File: src/rtl/circuit_mavg_pkg.sv
// circuit_mavg_pkg: default geometry shared by the moving-average block and its interface.
// Rev 1.0
`default_nettype none

package circuit_mavg_pkg;

  localparam int C_W_DEFAULT     = 32;
  localparam int C_DEPTH_DEFAULT = 8;

endpackage

`default_nettype wire

File: src/rtl/circuit_mavg_if.sv
// circuit_mavg_if: sample strobe/data in, moving sum/average/fill status out.
// Rev 1.0
`default_nettype none

interface circuit_mavg_if
  import circuit_mavg_pkg::*;
#(
  parameter int W     = C_W_DEFAULT,
  parameter int DEPTH = C_DEPTH_DEFAULT
);

  localparam int LD = $clog2(DEPTH);
  localparam int SW = W + LD;

  logic          en;
  logic          clr;
  logic [W-1:0]  x;
  logic [SW-1:0] y;
  logic [W-1:0]  avg;
  logic [LD:0]   cnt;
  logic          valid;

  modport master (
    output en, clr, x,
    input  y, avg, cnt, valid
  );

  modport slave (
    input  en, clr, x,
    output y, avg, cnt, valid
  );

endinterface

`default_nettype wire

File: src/rtl/circuit_mavg_buf.sv
// circuit_mavg_buf: DEPTH x W sample ring, one write port and an asynchronous read at the same
// address; the read sees the pre-write contents. Rev 1.0
`default_nettype none

module circuit_mavg_buf #(
  parameter int W     = 32,
  parameter int DEPTH = 8
) (
  input  wire logic                     clk,
  input  wire logic                     i_we,
  input  wire logic [$clog2(DEPTH)-1:0] i_addr,
  input  wire logic [W-1:0]             i_wdata,
  output logic      [W-1:0]             o_rdata
);

  logic [W-1:0] r_mem [DEPTH];

  assign o_rdata = r_mem[i_addr];

  always_ff @(posedge clk) begin
    if (i_we) begin
      r_mem[i_addr] <= i_wdata;
    end
  end

endmodule

`default_nettype wire

File: src/rtl/circuit_mavg.sv
// circuit_mavg: running sum and average of the last DEPTH accepted samples.
// Rev 1.0
`default_nettype none

module circuit_mavg
  import circuit_mavg_pkg::*;
#(
  parameter int W     = C_W_DEFAULT,
  parameter int DEPTH = C_DEPTH_DEFAULT
) (
  input wire logic      clk,
  input wire logic      rst,
  circuit_mavg_if.slave bus
);

  localparam int LD = $clog2(DEPTH);
  localparam int SW = W + LD;
  localparam logic [LD:0] C_FULL = (LD + 1)'(DEPTH);

  logic [SW-1:0] r_y;
  logic [LD:0]   r_cnt;
  logic [LD-1:0] r_wp;

  logic          w_full;
  logic          w_we;
  logic [W-1:0]  w_oldest;
  logic [SW-1:0] w_old;
  logic [SW-1:0] w_y_nxt;

  assign w_full = (r_cnt == C_FULL);
  assign w_we   = rst & ~bus.clr & bus.en;

  circuit_mavg_buf #(
    .W     (W),
    .DEPTH (DEPTH)
  ) u_buf (
    .clk     (clk),
    .i_we    (w_we),
    .i_addr  (r_wp),
    .i_wdata (bus.x),
    .o_rdata (w_oldest)
  );

  // During fill the slot at wp is stale, so nothing leaves the window.
  assign w_old   = w_full ? {{LD{1'b0}}, w_oldest} : '0;
  assign w_y_nxt = r_y + {{LD{1'b0}}, bus.x} - w_old;

  always_ff @(posedge clk) begin
    if (!rst) begin
      r_y   <= '0;
      r_cnt <= '0;
      r_wp  <= '0;
    end else if (bus.clr) begin
      r_y   <= '0;
      r_cnt <= '0;
      r_wp  <= '0;
    end else if (bus.en) begin
      r_y  <= w_y_nxt;
      r_wp <= r_wp + 1'b1;
      if (!w_full) begin
        r_cnt <= r_cnt + 1'b1;
      end
    end
  end

  assign bus.y     = r_y;
  assign bus.avg   = r_y[SW-1:LD];
  assign bus.cnt   = r_cnt;
  assign bus.valid = w_full;

endmodule

`default_nettype wire

File: src/flat_wrapper.sv
// flat-port wrapper written by rule: the top's interface ports become plain ports
module circuit_mavg_flat import circuit_mavg_pkg::*;
#(
  parameter int W     = C_W_DEFAULT,
  parameter int DEPTH = C_DEPTH_DEFAULT
)
  (clk, rst, bus_en, bus_clr, bus_x, bus_y, bus_avg, bus_cnt, bus_valid);
  circuit_mavg_if #(.W(W), .DEPTH(DEPTH)) bus_i ();
  input wire logic clk;
  input wire logic rst;
  input wire logic [$bits(bus_i.en)-1:0] bus_en;
  input wire logic [$bits(bus_i.clr)-1:0] bus_clr;
  input wire logic [$bits(bus_i.x)-1:0] bus_x;
  output wire logic [$bits(bus_i.y)-1:0] bus_y;
  output wire logic [$bits(bus_i.avg)-1:0] bus_avg;
  output wire logic [$bits(bus_i.cnt)-1:0] bus_cnt;
  output wire logic [$bits(bus_i.valid)-1:0] bus_valid;
  assign bus_i.en = bus_en;
  assign bus_i.clr = bus_clr;
  assign bus_i.x = bus_x;
  assign bus_y = bus_i.y;
  assign bus_avg = bus_i.avg;
  assign bus_cnt = bus_i.cnt;
  assign bus_valid = bus_i.valid;
  circuit_mavg #(.W(W), .DEPTH(DEPTH)) u_core (.clk(clk), .rst(rst), .bus(bus_i));
endmodule
File: config.mk
export PLATFORM = sky130hd
export DESIGN_NAME = circuit_mavg_flat
export DESIGN_NICKNAME = d
export VERILOG_FILES = /design/src/rtl/circuit_mavg_pkg.sv /design/src/rtl/circuit_mavg_if.sv /design/src/rtl/circuit_mavg_buf.sv /design/src/rtl/circuit_mavg.sv /design/src/flat_wrapper.sv
export SDC_FILE = /design/constraint.sdc
export NUM_CORES = 1
export LEC_CHECK = 0
export BUFFER_PORTS_ARGS = -buffer_cell sky130_fd_sc_hd__buf_4
export CAP_MARGIN = 10
export CORE_MARGIN = 10
export CORE_UTILIZATION = 30
export DETAILED_ROUTE_END_ITERATION = 6
export GPL_TIMING_DRIVEN = 0
export REMOVE_ABC_BUFFERS = 1
export SKIP_CTS_REPAIR_TIMING = 1
export SYNTH_ARGS = -nofsm -noshare
export SYNTH_HDL_FRONTEND = slang
export SYNTH_SLANG_ARGS = --single-unit
File: constraint.sdc
create_clock -name clk -period 6.05 [get_ports clk]
set_input_delay 0.3025 -clock clk [delete_from_list [all_inputs] [get_ports clk]]
set_output_delay 0.3025 -clock clk [all_outputs]
set_load 0.05 [all_outputs]
==> results of run 1 <==
## registers in the layout, summed over array words and instances (netlist names), named ones only
name                flops
u_core.bus.cnt          4
u_core.bus.y           35
u_core.r_wp             3
u_core.u_buf.r_mem    256
## cell type report
class,count,area (sq um)
fillers,4519,30560
flip-flops and latches,301,8597
multi-input cells,521,5099
repair buffers,136,1230
clock buffers,46,937.1
well taps,615,769.5
inverters,134,503.0
clock inverters,15,148.9
## metrics by stage
stage / cells / TNS (ps) / hold WS (ps)
after global placement: 1678 / -340050 / 500.2
after detailed placement: 1707 / 0 / 503.6
after floorplan: 956 / -2080 / 393.5
after global routing: 1768 / 0 / 22.73
after CTS: 1768 / 0 / 4.731
final: 1768 / 0 / 20.62
## worst paths after layout
path	from	end	depth (start not counted)
worst min register to register	u_core.bus.y[2]	u_core.bus.y[2]	2
worst max register to register	flop	u_core.bus.y[32]	16
worst max-delay path	flop	u_core.bus.y[32]	16
worst min-delay path	bus_x[5]	u_core.u_buf.r_mem[3][5]	1
## logic make-up (layout without fill, tap and decap cells)
group | after synthesis | count (layout) | synth area share, %
flip-flops | 301 | 301 | 59.09
multiplexers | 117 | 117 | 13.58
adder cells (fa/ha/maj) | 70 | 70 | 7.679
buffers and inverters | 208 | 331 | 6.198
AO/OA/AOI/OAI | 128 | 128 | 5.906
AND/OR/NAND/NOR | 175 | 175 | 5.673
XOR/XNOR | 31 | 31 | 1.868
## routing by layer
| layer | global-route usage, % | share of wire [%] |
|---|---|---|
| met5 | 0 | 0 |
| met4 | 3.029 | 1.9 |
| met3 | 1.992 | 3.8 |
| met2 | 18.54 | 47 |
| met1 | 15.72 | 47 |
## cells in the final DEF, fill, tap and decap left out, drive strengths merged, types with 38 or more instances in the layout
master	Yosys	routed
dfxtp	45	45
mux4	64	64
nor2	78	78
buf	45	136
edfxtp	256	256
ha	38	38
a21oi	42	42
mux2i	51	51
clkbuf	29	46
inv	134	136
## cell usage after synthesis, drive strengths merged (2+ instances only)
cell / count / area (sq um)
nor3: 10 / 50.05
a21boi: 3 / 22.52
a21oi: 42 / 217.7
nand2: 32 / 120.1
xor2: 9 / 78.83
o211ai: 2 / 15.01
o21a: 6 / 52.55
or3: 2 / 12.51
o21ai: 18 / 90.09
o32a: 2 / 20.02
nand4: 13 / 81.33
mux2: 2 / 22.52
edfxtp: 256 / 7687
nor4b: 2 / 32.53
mux2i: 51 / 510.5
nand2b: 6 / 37.54
and4: 3 / 26.28
xnor2: 22 / 192.7
o2111ai: 2 / 17.52
clkbuf: 29 / 108.9
a211oi: 5 / 37.54
and3: 3 / 20.02
o21bai: 8 / 60.06
a31oi: 5 / 31.28
fa: 32 / 640.6
ha: 38 / 475.5
o22ai: 3 / 18.77
inv: 134 / 503.0
o31a: 2 / 17.52
a21o: 20 / 151.4
nor2: 78 / 292.8
a31o: 3 / 26.28
nor4: 2 / 12.51
nand3: 15 / 75.07
dfxtp: 45 / 900.9
mux4: 64 / 1441
or2: 3 / 18.77
buf: 45 / 289.0
## power breakdown
group / internal [W] / leakage, nW / switching [W]
Sequential: 0.00228 / 2.67 / 0.0000465
Combinational: 0.000374 / 3.09 / 0.000600
Clock: 0.00118 / 0.517 / 0.000820
Total: 0.00384 / 6.29 / 0.00147
==> reports/qor.txt, run 1 <==
status - finished clean
Seq/Total Area, Yosys - 59.09%
RSZ-0062 raised after global routing - no
Initial Util - 30.38%
Post-synth ARST share - 0%
crit-path max cell delay - 730 ps
sum of buffers and inverters on the critical path - 2
min setup slack post-route - 912.0 ps
clock insertion delay at the later pin of the skew report - 520 ps
Hold Path Class - in2reg
pre-CTS setup slack - 823.4 ps
cell breakdown of the critical path - buf_16 > mux4_2 > mux2i_1 > nor2_1 > fa_1 > inv_1 > ha_1 > a21o_1 > nand4_1 > a21oi_2 > o21a_4 > nor4b_4 > o41ai_2 > a221o_1 > a21oi_1 > or3b_1
final hold vios - 0
CTS Buf Count - 34
number of diodes - 0
Ys Warns - 0
Max-Cap Viols - 0
CP max-delay cell - dfxtp_4
Avg WL per Cell - 18.97 microns
CP endpoint kind - flop
slew margin rel. - 40.57%
DP HPWL - 23760 microns
GPL Wtd Cong - 0.8035
R2R Setup Slk - 910 ps
global route overflow - 0
FMAX - 194.6 MHz
DP Area - 16200 sq um
layout cell share with drive strength beyond 1 - 24.02%
P&R area growth vs syn - 18.92%
initial antenna violation count - 0
Critical Path RT - 6440 ps
Avg Vias per Cell - 4.777
Post-Layout Inst Area - 17280 sq um
Syn Inst Count - 1030
Post-Syn Area - 14530 sq um
drt first pass iters - 4
Netlist cell types - 58
CTS Sinks - 301
WL final - 33530 microns
Peak VDD IR - 0.1485 mV
Die ar. - 57650 sq um
number of global-route vias before repair - 8762
die extent in x - 240.1 microns
All-Layer GR Usage - 11.51%
CTS tree - done
worst slew pin tran - 886.7 ps
count of pins over their slew limit - 0
Core ar. - 47850 sq um
average instance area after synthesis - 14.11 sq um
Post-synth EDFFs - 256
clk buf depth - 3
post-layout util - 36.12%
crit path max fanout - 38
global-route wire length before repair - 51750 microns
Setup violations, final - 0
Pwr Total - 0.005304 W
P per Cell Area - 306.9 nW/um^2
H-tree levels - 2
Post-synth top flop - edfxtp_1
site row count - 80
cell family with most CP delay - compound AO/OA/AOI/OAI gates
largest net degree at the start of global routing - 44
leakage - 6.287 nW
die span in y - 240.1 microns
type of origin of the critical path - flop
Worst Setup Path Type - reg2reg
Worst-path clk slew - 60 ps
Clock Skew - 24.40 ps
Final min period - 5138 ps
Synth Register Bits - 301
Final period util - 84.93%
IO buf count - 107
DRC Markers - 0
root buffer selected by CTS - clkbuf_16
Top Ports - 108
Final #Nets - 1234
Final ANT Viol Nets - 0
crit path DAT - 5530 ps
Initial DRC Count - 596
DR vias - 8445
(Power assumes the default switching activity.)
==> inputs of run 2 (changes only) <==
- clock period: 6.05 -> 4.2 ns (I/O delays scaled with it)
==> run 2 against run 1 <==
Compared with the run above:
- the run now ends with setup timing left
- final area is 5.2% higher
- maximum frequency is 13% higher
- critical path depth stayed put
- worst setup slack worse by 1200 ps
- clock skew is 1.9 ps lower
==> reports/qor.txt, run 2 (synthesized netlist as in run 1, its figures left out) <==
Max-Cap Viols - 0 (unchanged)
die extent in x - 240.1 microns (unchanged)
P per Cell Area - 429.9 nW/um^2 (was 306.9 nW/um^2)
type of origin of the critical path - flop (unchanged)
min setup slack post-route - -331.4 ps (was 912.0 ps)
Clock Skew - 22.48 ps (was 24.40 ps)
most common cell after layout, fill and taps aside - edfxtp_1 (unchanged)
H-tree levels - 2 (unchanged)
largest net degree at the start of global routing - 44 (unchanged)
worst slew pin tran - 906.8 ps (was 886.7 ps)
Core ar. - 47850 sq um (unchanged)
Final period util - 107.9% (was 84.93%)
Avg WL per Cell - 18.96 microns (was 18.97 microns)
global-route wire length before repair - 51750 microns (unchanged)
drt first pass iters - 4 (unchanged)
slew margin rel. - 39.28% (was 40.57%)
Critical Path RT - 4590 ps (was 6440 ps)
Hold Path Class - in2reg (unchanged)
root buffer selected by CTS - clkbuf_16 (unchanged)
Peak VDD IR - 0.2138 mV (was 0.1485 mV)
Fin Setup TNS - -628.7 ps (was 0 ps)
Post-Layout Inst Area - 18180 sq um (was 17280 sq um)
number of global-route vias before repair - 8762 (unchanged)
Biggest register - u_core.u_buf.r_mem (unchanged)
Initial DRC Count - 577 (was 596)
worst hold slack - 143.9 ps (was 20.62 ps)
CTS Sinks - 301 (unchanged)
DR vias - 8760 (was 8445)
Initial Util - 30.38% (unchanged)
final hold vios - 0 (unchanged)
site row count - 80 (unchanged)
Avg Vias per Cell - 4.766 (was 4.777)
CP endpoint kind - flop (unchanged)
Setup violations, final - 4 (was 0)
Top Ports - 108 (unchanged)
Final ANT Viol Nets - 0 (unchanged)
Hold Path Stages - 3 (was 1)
GPL Wtd Cong - 0.8035 (unchanged)
Worst-path clk slew - 60 ps (about the same)
Final #Nets - 1302 (was 1234)
Final min period - 4531 ps (was 5138 ps)
Die ar. - 57650 sq um (unchanged)
global route overflow - 0 (unchanged)
FMAX - 220.7 MHz (was 194.6 MHz)
status - complete, but fails checks (was finished clean)
All-Layer GR Usage - 11.51% (unchanged)
commonest cells after routing, fill and taps aside - edfxtp_1 (256), buf_4 (141), inv_1 (133), nor2_1 (73), mux4_2 (64) (was edfxtp_1 (256), inv_1 (134), buf_4 (113), nor2_1 (75), mux4_2 (64))
crit path max fanout - 7 (was 38)
RSZ-0062 raised after global routing - yes (was no)
CTS tree - done (unchanged)
clock insertion delay at the later pin of the skew report - 520 ps (about the same)
IO buf count - 107 (unchanged)
leakage - 6.652 nW (was 6.287 nW)
DRC Markers - 0 (unchanged)
layout cell share with drive strength beyond 1 - 28.26% (was 24.02%)
clk buf depth - 3 (unchanged)
worst reg-to-reg path cell count - 16 (unchanged)
initial antenna violation count - 2 (was 0)
CTS Buf Count - 34 (unchanged)
Worst Setup Path Type - reg2reg (unchanged)
DP Area - 16200 sq um (unchanged)
count of pins over their slew limit - 0 (unchanged)
crit path DAT - 4920 ps (was 5530 ps)
WL final - 34840 microns (was 33530 microns)
failing checks - setup timing
DP HPWL - 23760 microns (unchanged)
max reg flops - 256 (unchanged)
P&R area growth vs syn - 25.12% (was 18.92%)
die span in y - 240.1 microns (unchanged)
run 2: changes by cell type in the layout (fill, tap and decap cells not counted), moves of 3 or more:
| cell | before | now |
|---|---|---|
| a21oi_1 | 40 | 33 |
| a21oi_2 | 2 | 7 |
| buf_12 | 2 | 5 |
| buf_4 | 113 | 141 |
| dlygate4sd3_1 | 0 | 32 |
| ha_1 | 38 | 27 |
| ha_2 | 0 | 5 |
| ha_4 | 0 | 6 |
| o21ai_0 | 18 | 15 |
run 2: where the power goes:
part / total [W] / switching (W) / internal, W
Sequential: 0.00334 / 0.0000595 / 0.00329
Clock: 0.00289 / 0.00118 / 0.00170
Combinational: 0.00159 / 0.000937 / 0.000650
run 2: cell type report:
type	count	area, sq um
well taps	615	769.5
multi-input cells	521	5316
clock buffers	46	937.1
diodes	2	5.005
fillers	4474	29660
flip-flops and latches	301	8597
clock inverters	15	148.9
inverters	134	503.0
repair buffers	204	1908
run 2: per-stage QoR:
stage / setup WS [ps] / cells / total power (W) / utilization [%]
finish: -331.4 / 1838 / 0.007818 / 38.01
global route: -453.7 / 1838 / 0.008143 / 38.01
CTS: -1066 / 1768 / 0.007720 / 36.12
detailed placement: -1027 / 1707 / 0.004818 / 33.85
global placement: -5199 / 1678 / 0.004807 / 32.83
floorplan: -2327 / 956 / 0.004412 / -
run 2: path summary, 6_finish.rpt:
check	slack (ps)	to	from
setup / recovery	-330	u_core.bus.y[32]	flop
hold / removal	140	u_core.bus.y[10]	bus_clr
setup reg to reg	-330	u_core.bus.y[32]	flop
hold reg to reg	510	u_core.bus.y[2]	u_core.bus.y[2]
run 2: critical path, cell delays in order (launching register included):
cell	delay [ps]
dfxtp_4	460
buf_12	160
mux4_2	500
mux2i_1	150
nor2_1	80
fa_1	500
inv_2	50
fa_2	360
a21o_1	220
nand4_1	160
a21oi_4	110
o21a_4	240
nor4b_4	330
o41ai_4	110
a221o_1	450
and3b_1	200
or3b_1	330
run 2: routing by layer:
layer	global-route usage [%]	vias up	wire length, microns
met2	18.54	192	16460
met4	3.029	0	635
met3	1.992	43	1532
met1	15.72	4450	16220
met5	0	-	0
li1	-	4075	-
==> inputs of run 3 (changes only) <==
- CORE_MARGIN: 10 -> 1
==> run 3 against run 2 <==
Compared with the run above:
- the flow still finishes with violations (setup timing)
- non-clock buffer count down 13
- flip-flop and latch count unchanged
- combinational power down 4%
- final area down 1.5%
- clock power down 6%
- via count down 2.2%
- worst hold slack worse by 77 ps
- count of clock-buffer cells in the layout up 2
- core utilization down 0.49 points
- sequential share of layout area up 0.73 points
- largest power group unchanged
==> reports/qor.txt, run 3 (synthesized netlist as in run 1, its figures left out) <==
status - complete, but fails checks (unchanged)
failing checks - setup timing (unchanged)
DP Area - 16200 sq um (about the same)
most common cell after layout, fill and taps aside - edfxtp_1 (unchanged)
CP endpoint kind - flop (unchanged)
clk buf depth - 3 (unchanged)
Final min period - 4496 ps (was 4531 ps)
Post-Layout Inst Area - 17910 sq um (was 18180 sq um)
Worst Setup Path Type - reg2reg (unchanged)
worst hold slack - 66.81 ps (was 143.9 ps)
initial antenna violation count - 0 (was 2)
combinational group share of total power - 20.1% (was 20.3%)
Clock Power Share - 35.9% (was 36.9%)
count of pins over their slew limit - 0 (unchanged)
crit path max fanout - 8 (was 7)
P per Cell Area - 423.5 nW/um^2 (was 429.9 nW/um^2)
DP HPWL - 22780 microns (was 23760 microns)
Non-Filler Instances - 1820 (was 1838)
global-route wire length before repair - 50560 microns (was 51750 microns)
Biggest register - u_core.u_buf.r_mem (unchanged)
IO buf count - 107 (unchanged)
slew margin rel. - 36.50% (was 39.28%)
Initial DRC Count - 549 (was 577)
Placed Cells - 1708 (was 1707)
commonest cells after routing, fill and taps aside - edfxtp_1 (256), inv_1 (133), buf_4 (127), nor2_1 (74), mux4_2 (64) (was edfxtp_1 (256), buf_4 (141), inv_1 (133), nor2_1 (73), mux4_2 (64))
switching share of total power - 27.94% (was 27.88%)
Peak VDD IR - 0.3612 mV (was 0.2138 mV)
CTS Buf Count - 31 (was 34)
DRC Markers - 0 (unchanged)
Initial Util - 30.44% (was 30.38%)
Top Ports - 108 (unchanged)
NetSw - 0.002119 W (was 0.002180 W)
min setup slack post-route - -296.2 ps (was -331.4 ps)
WL final - 33380 microns (was 34840 microns)
Final ANT Viol Nets - 0 (unchanged)
P&R area growth vs syn - 23.25% (was 25.12%)
leakage - 6.550 nW (was 6.652 nW)
Clock Skew - 10.71 ps (was 22.48 ps)
die extent in x - 222.1 microns (was 240.1 microns)
die span in y - 222.1 microns (was 240.1 microns)
Hold Path Stages - 3 (unchanged)
final hold vios - 0 (unchanged)
FMAX - 222.4 MHz (was 220.7 MHz)
max reg flops - 256 (unchanged)
Final period util - 107.1% (was 107.9%)
crit path DAT - 4960 ps (was 4920 ps)
Core ar. - 47750 sq um (was 47850 sq um)
DR vias - 8566 (was 8760)
Setup violations, final - 5 (was 4)
root buffer selected by CTS - clkbuf_16 (unchanged)
Layout fillers - 4440 (was 4474)
number of global-route vias before repair - 8581 (was 8762)
Int Pwr - 0.005467 W (was 0.005638 W)
part of the power in registers - 44.1% (was 42.8%)
type of origin of the critical path - flop (unchanged)
H-tree levels - 1 (was 2)
layout cell share with drive strength beyond 1 - 26.56% (was 28.26%)
RSZ-0062 raised after global routing - yes (unchanged)
largest net degree at the start of global routing - 44 (unchanged)
drt first pass iters - 5 (was 4)
Hold Path Class - in2reg (unchanged)
worst reg-to-reg path cell count - 17 (was 16)
number of diodes - 0 (was 2)
site row count - 80 (unchanged)
CTS Sinks - 301 (unchanged)
Worst-path clk slew - 60 ps (about the same)
Avg WL per Cell - 18.34 microns (was 18.96 microns)
Max-Cap Viols - 0 (unchanged)
GPL Wtd Cong - 0.8115 (was 0.8035)
CTS tree - done (unchanged)
global route overflow - 0 (unchanged)
Final #Nets - 1286 (was 1302)
worst slew pin tran - 948.2 ps (was 906.8 ps)
Critical Path RT - 4660 ps (was 4590 ps)
All-Layer GR Usage - 13.19% (was 11.51%)
clock insertion delay at the later pin of the skew report - 580 ps (was 520 ps)
Avg Vias per Cell - 4.707 (was 4.766)
Die ar. - 49330 sq um (was 57650 sq um)
[run 3: changes by cell type in the layout (fill, tap and decap cells not counted), sizes merged]
cell      previous run  this run
buf                170       158
bufinv               2         1
clkinv               7         5
clkbuf              48        49
clkinvlp             4         2
diode                2         0
[run 3: final timing paths]
path | start | end | slack (ps)
hold reg to reg | u_core.bus.cnt[1] | u_core.bus.cnt[1] | 520
hold / removal | rst | u_core.bus.cnt[3] | 70
setup reg to reg | flop | u_core.bus.y[32] | -300
setup / recovery | flop | u_core.bus.y[32] | -300
[run 3: critical path, stage by stage (launching register included)]
cell and delay (ps):
dfxtp_4 400, buf_16 150, buf_12 130, mux4_2 500, mux2i_1 150, nor2_1 70
fa_1 480, inv_1 40, ha_1 350, and3_1 240, nand2_1 130, a21oi_4 50
o21a_4 240, nor4b_4 340, o41ai_4 120, a221o_1 440, and3b_1 190, or3b_1 340
[run 3: area by class of cell]
cell class / instances / area [sq um] / share of cell area (%)
multi-input combinational: 521 / 5234 / 29.22
inverter: 134 / 503.0 / 2.808
sequential: 301 / 8600 / 48.01
timing repair buffer: 191 / 1797 / 10.03
tap: 615 / 769.5 / 4.296
clock buffer: 48 / 919.6 / 5.134
clock inverter: 10 / 91.34 / 0.5099
[run 3: per-stage QoR]
stage / power (W) / util (%) / worst slack (ps) / setup TNS (ps)
5_1_grt: 0.007911 / 37.52 / -472.1 / -2028
2_1_floorplan: 0.004412 / - / -2327 / -72720
4_1_cts: 0.007523 / 36.05 / -1043 / -14400
3_5_place_dp: 0.004805 / 33.93 / -1039 / -14030
3_3_place_gp: 0.004793 / 32.90 / -5028 / -763600
6_report: 0.007587 / 37.52 / -296.2 / -750.0
[run 3: layer usage]
layer | share of wire, % | vias to the layer above | track usage, %
met5 | 0 | - | 0
met4 | 1.6 | 0 | 3.539
met3 | 3.6 | 31 | 1.537
met2 | 49 | 154 | 21.98
met1 | 46 | 4358 | 18.17
li1 | - | 4023 | -
[run 3: power by group through the flow]
| stage | combinational (W) | clock, W | sequential [W] |
|---|---|---|---|
| final | 0.00152 | 0.00272 | 0.00334 |
| after global placement | 0.00136 | 0 | 0.00343 |
| after detailed placement | 0.00138 | 0 | 0.00342 |
| after floorplan | 0.000792 | 0 | 0.00362 |
| after global routing | 0.00167 | 0.00290 | 0.00335 |
| after CTS | 0.00139 | 0.00277 | 0.00336 |
